$ cat config.mk
export PLATFORM = sky130hd
export DESIGN_NAME = seg_scan_sched
export DESIGN_NICKNAME = d
export VERILOG_FILES = /design/src/rtl/seg_scan_sched.sv
export SDC_FILE = /design/constraint.sdc
export NUM_CORES = 1
export LEC_CHECK = 0
export ABC_AREA = 1
export CAP_MARGIN = 20
export CORE_ASPECT_RATIO = 1.4
export CORE_MARGIN = 4
export CORE_UTILIZATION = 63
export CTS_CLUSTER_SIZE = 25
export DETAILED_ROUTE_END_ITERATION = 12
export DONT_BUFFER_PORTS = 1
export GPL_TIMING_DRIVEN = 0
export HOLD_SLACK_MARGIN = 0.15
export PLACE_DENSITY_LB_ADDON = 0.2
export SETUP_SLACK_MARGIN = 0.3
export SLEW_MARGIN = 30
export SYNTH_ARGS = -nofsm -noshare
export SYNTH_HDL_FRONTEND = slang
export SYNTH_SLANG_ARGS = --single-unit
$ cat constraint.sdc
create_clock -name clk -period 2.1 [get_ports clk]
set_clock_uncertainty 0.05 [all_clocks]
set_input_delay 0 -clock clk [delete_from_list [all_inputs] [get_ports clk]]
set_output_delay 0 -clock clk [all_outputs]
set_load 0.02 [all_outputs]
$ cat src/rtl/seg_scan_sched.sv
// seg_scan_sched: 8-digit multiplexed seven-segment scan scheduler with a double-buffered
// value input and frame-aligned swaps. Optional macro: SEG_LEADING_ZERO_BLANK_EN.
`default_nettype none

module seg_scan_sched #(
  parameter int DIV   = 50000,
  parameter int BLANK = 1000
) (
  input  logic        clk,
  input  logic        rst,
  input  logic [31:0] value_i,
  input  logic [7:0]  dp_i,
  input  logic        valid_i,
  output logic        ready_o,
  output logic [7:0]  seg_o,
  output logic [7:0]  an_o,
  output logic        frame_o
);

  localparam int CW = (DIV > 1) ? $clog2(DIV) : 1;
  localparam logic [CW-1:0] CNT_LAST       = CW'(DIV - 1);
  localparam logic [CW-1:0] CNT_PRE_LAST   = CW'(DIV - 2);
  localparam logic [CW-1:0] CNT_BLANK_LAST = CW'(BLANK - 1);

  typedef enum logic [0:0] {
    S_BLANK = 1'b0,
    S_SHOW  = 1'b1
  } state_t;

  state_t        state;
  logic [CW-1:0] cnt;
  logic [2:0]    dig;
  logic [31:0]   disp;
  logic [7:0]    disp_dp;
  logic [31:0]   pend;
  logic [7:0]    pend_dp;
  logic          pend_full;

  logic          boundary;
  logic [3:0]    nib;
  logic [7:0]    pattern;

  function automatic logic [6:0] hex_to_seg(input logic [3:0] n);
    logic [6:0] s;
    case (n)
      4'h0: s = 7'h40;
      4'h1: s = 7'h79;
      4'h2: s = 7'h24;
      4'h3: s = 7'h30;
      4'h4: s = 7'h19;
      4'h5: s = 7'h12;
      4'h6: s = 7'h02;
      4'h7: s = 7'h78;
      4'h8: s = 7'h00;
      4'h9: s = 7'h10;
      4'hA: s = 7'h08;
      4'hB: s = 7'h03;
      4'hC: s = 7'h46;
      4'hD: s = 7'h21;
      4'hE: s = 7'h06;
      default: s = 7'h0E;
    endcase
    return s;
  endfunction

  assign boundary = (cnt == CNT_LAST) && (dig == 3'd7);
  assign nib      = disp[{dig, 2'b00} +: 4];
  assign ready_o  = !pend_full;

`ifdef SEG_LEADING_ZERO_BLANK_EN
  logic [2:0] top;

  // Index of the most significant nonzero nibble; 0 when the whole word is zero.
  always_comb begin
    top = 3'd0;
    for (int k = 1; k < 8; k++) begin
      if (disp[4*k +: 4] != 4'd0) top = 3'(k);
    end
  end

  always_comb begin
    pattern = {~disp_dp[dig], hex_to_seg(nib)};
    if ((dig > top) && !disp_dp[dig]) pattern = 8'hFF;
  end
`else
  always_comb begin
    pattern = {~disp_dp[dig], hex_to_seg(nib)};
  end
`endif

  always_ff @(posedge clk or negedge rst) begin
    if (!rst) begin
      state     <= S_BLANK;
      cnt       <= '0;
      dig       <= 3'd0;
      disp      <= 32'd0;
      disp_dp   <= 8'd0;
      pend      <= 32'd0;
      pend_dp   <= 8'd0;
      pend_full <= 1'b0;
      seg_o     <= 8'hFF;
      an_o      <= 8'hFF;
      frame_o   <= 1'b0;
    end else begin
      case (state)
        S_BLANK: begin
          cnt <= cnt + 1'b1;
          if (cnt == CNT_BLANK_LAST) state <= S_SHOW;
        end
        default: begin
          if (cnt == CNT_LAST) begin
            cnt   <= '0;
            dig   <= dig + 3'd1;
            state <= S_BLANK;
          end else begin
            cnt <= cnt + 1'b1;
          end
        end
      endcase

      // Registered one cycle early so the pulse lines up with the boundary cycle itself.
      frame_o <= (cnt == CNT_PRE_LAST) && (dig == 3'd7);

      if (state == S_SHOW) begin
        an_o  <= ~(8'b1 << dig);
        seg_o <= pattern;
      end else begin
        an_o  <= 8'hFF;
        seg_o <= 8'hFF;
      end

      // A full pend swaps at the boundary; an empty pend may still be loaded there.
      if (boundary && pend_full) begin
        disp      <= pend;
        disp_dp   <= pend_dp;
        pend_full <= 1'b0;
      end else if (valid_i && !pend_full) begin
        pend      <= value_i;
        pend_dp   <= dp_i;
        pend_full <= 1'b1;
      end
    end
  end

endmodule

`default_nettype wire

==> flow_summary.json <==
{
  "ios": 61,
  "synth-edff-count": 0,
  "nets": 760,
  "pre_cts_slack_ns": -0.08016,
  "rsz0062_at_grt": "true",
  "cts-buffers-inserted": 17,
  "gp_congestion": 0.9297,
  "startpoint": "dig[0]$_DFFE_PN0P_",
  "grt-ovfl-total": 0,
  "clkSinkCount": 118,
  "core_um2": 8198,
  "violations": "negative hold slack",
  "setup_ws_ns": 0.08272,
  "async_flop_share_pct": 100.0,
  "groute.usage.overall_pct": 30.48,
  "reg2reg_depth": 10,
  "cp-end-kind": "flip-flop",
  "final_common_cell": "nand2_1",
  "synth_nets": 670,
  "vdd_drop_max_mv": 0.7527,
  "power.density_nw_per_um2": 765.0,
  "grt_max_degree": 119,
  "vias": 4740,
  "max_clock_freq_mhz": 495.7,
  "start_util_pct": 64.55,
  "status": "complete, but fails checks",
  "grt_pass1_wl_um": 23250,
  "die_y_um": 116.4,
  "slowest_delay_ns": 0.45,
  "hold_class": "in -> async",
  "slew_headroom_pct": 64.73,
  "hold_viol": 118,
  "antenna_found_initial": 0,
  "setup_violations": 0,
  "netlist_area_um2": 5291,
  "drt_first_pass_iters": 6,
  "drt-total-wl_um": 15180,
  "detail-route-antenna-nets": 0,
  "crit_path_start_kind": "flip-flop",
  "fin_setup_tns_ns": 0,
  "cts-root-buf": "clkbuf_16",
  "cp_cell_sequence": "buf_6 > buf_8 > o211ai_1 > nand2_1 > nand2_1 > nand2_2 > ha_4 > inv_4 > nand3_4 > o211ai_1",
  "fin_crit_ns": 2.017,
  "worst_skew_pair.late_latency_ns": 0.43,
  "cts_tree": "yes",
  "drv_slew": 0,
  "via_per_inst": 5.802,
  "grt_pass1_vias": 4889,
  "nFillCells": 376,
  "syn_to_final_growth_pct": 32.49,
  "cts.clk_slew.worst_paths_ns": 0.06,
  "placedCellCount": 715,
  "rows": 39,
  "avgSynthCellArea_um2": 8.632,
  "power.total_uw": 5363,
  "cap_violations": 0,
  "avgRoutedWirePerCell_um": 18.58,
  "yosysSeqAreaShare_pct": 56.18,
  "drc_errors": 0,
  "cellLeakagePower_uw": 0.003388,
  "cts.htree.levels": 4,
  "r2r-start": "dig[0]$_DFFE_PN0P_",
  "path_max_fanout": 5,
  "initialDrtViolationCount": 415,
  "synth-seq-cells": 118,
  "fp.dieW_um": 85.46,
  "yosys_warnings": 0,
  "mostFrequentLayoutCells": "nand2_1, dfrtp_1, inv_1",
  "crit_slowest_cell": "dfrtp_2",
  "arrival_ns": 2.30,
  "ys_types": 29,
  "post-route-period-util_pct": 96.06,
  "final_cells": 817,
  "worst_pin_slew_ns": 0.5290,
  "final_core_util_pct": 85.52,
  "drive_gt1_share_pct": 21.26,
  "n_antenna_cell": 0,
  "dieArea_um2": 9950,
  "hold_slack_ns": -0.7782,
  "synthCells": 613,
  "cts_buffer_depth": 2,
  "path_class": "reg -> reg",
  "post-dp-hpwl_um": 7499,
  "io_buffers": 0,
  "critPathRequiredTime_ns": 2.39,
  "synthFlopType": "dfrtp_1"
}
==> final cells by class <==
| type | instances | area (µm²) | area share (%) |
|---|---|---|---|
| Buffer | 24 | 193.9 | 2.766 |
| Clock buffer | 18 | 429.2 | 6.122 |
| Clock inverter | 13 | 135.1 | 1.928 |
| Inverter | 90 | 345.3 | 4.926 |
| Multi-Input combinational cell | 382 | 2122 | 30.27 |
| Sequential cell | 118 | 2974 | 42.42 |
| Tap cell | 102 | 127.6 | 1.820 |
| Timing Repair Buffer | 70 | 683.2 | 9.745 |
==> Yosys cell counts, types with 3 or more instances <==
cell type  instances  area, µm²
nor2_1            60      225.2
dfstp_2           16      420.4
nor2_4             3      33.78
xor2_1            10      87.58
inv_2             14      52.55
o21ai_0            4      20.02
buf_2              9      45.04
o21ai_1           46      230.2
clkbuf_1          14      52.55
nand3_1           41      205.2
nand2_1          139      521.8
a21oi_1           44      220.2
ha_1              14      175.2
dfrtp_1          102       2552
nand4_1            3      18.77
inv_1             76      285.3
==> worst paths after layout <==
path,to,slack (ns)
setup / recovery,seg_o[2]$_DFF_PN1_,0.08
hold / removal,cnt[1]$_DFF_PN0_,-0.78
setup reg to reg,seg_o[2]$_DFF_PN1_,0.08
hold reg to reg,disp_dp[1]$_DFFE_PN0P_,0.44
max in group asynchronous,seg_o[6]$_DFF_PN1_,2.55
min in group clk,pend_dp[3]$_DFFE_PN0P_,0.24
==> registers in the layout, indices dropped and copies added (netlist names) <==
signal,flops
dig,3
disp_dp,8
state,1
frame_o,1
an_o,8
cnt,16
pend,32
pend_full,1
disp,32
pend_dp,8
seg_o,8
==> per-layer routing <==
layer | vias to the layer above | global-route usage, % | share of wire (%) | wire [µm]
met5 | - | 0 | 0 | 0
met4 | 0 | 17.53 | 5.2 | 787
met3 | 86 | 7.269 | 6.2 | 944
met2 | 267 | 54.20 | 53 | 8000
met1 | 2279 | 33.08 | 36 | 5447
li1 | 2108 | - | - | -
==> metrics by stage <==
stage	hold WS (ns)	cell area, µm²
after floorplan	-0.3456	5305
after global placement	-0.3425	5433
after detailed placement	-0.3418	5433
after CTS	-0.7797	6804
after global routing	-0.7871	7010
final	-0.7782	7010
==> power breakdown <==
| part | total (µW) | switching, µW | internal [µW] |
|---|---|---|---|
| Clock | 2780 | 1050 | 1730 |
| Sequential | 2390 | 25.9 | 2370 |
| Combinational | 191 | 99.6 | 91.7 |
| Total | 5360 | 1180 | 4180 |
==> what timing repair did <==
action	in CTS	in global routing
setup buffers	19	7
endpoints found under the hold margin	159	130
pin swaps	17	12
resized for setup	50	50
cloned	1	2
setup endpoints to repair	54	87
hold buffers	41	1
==> cells by family after synthesis <==
family / after synthesis / synth area share, %
flops: 118 / 56.18
simple gates: 258 / 20.90
fa+ha+maj: 14 / 3.311
xor+xnor: 10 / 1.655
buf+inv: 114 / 8.371
compound gates: 99 / 9.577
==> worst max-delay path, delay by kind of cell, from the launching register on <==
family | cells | cell delay (ns)
buffers and inverters | 3 | 0.35
AOI/OAI and AO/OA | 2 | 0.47
adders and majority gates | 1 | 0.21
DFF | 1 | 0.45
and+or+nand+nor | 4 | 0.40
(Power assumes the default switching activity.)
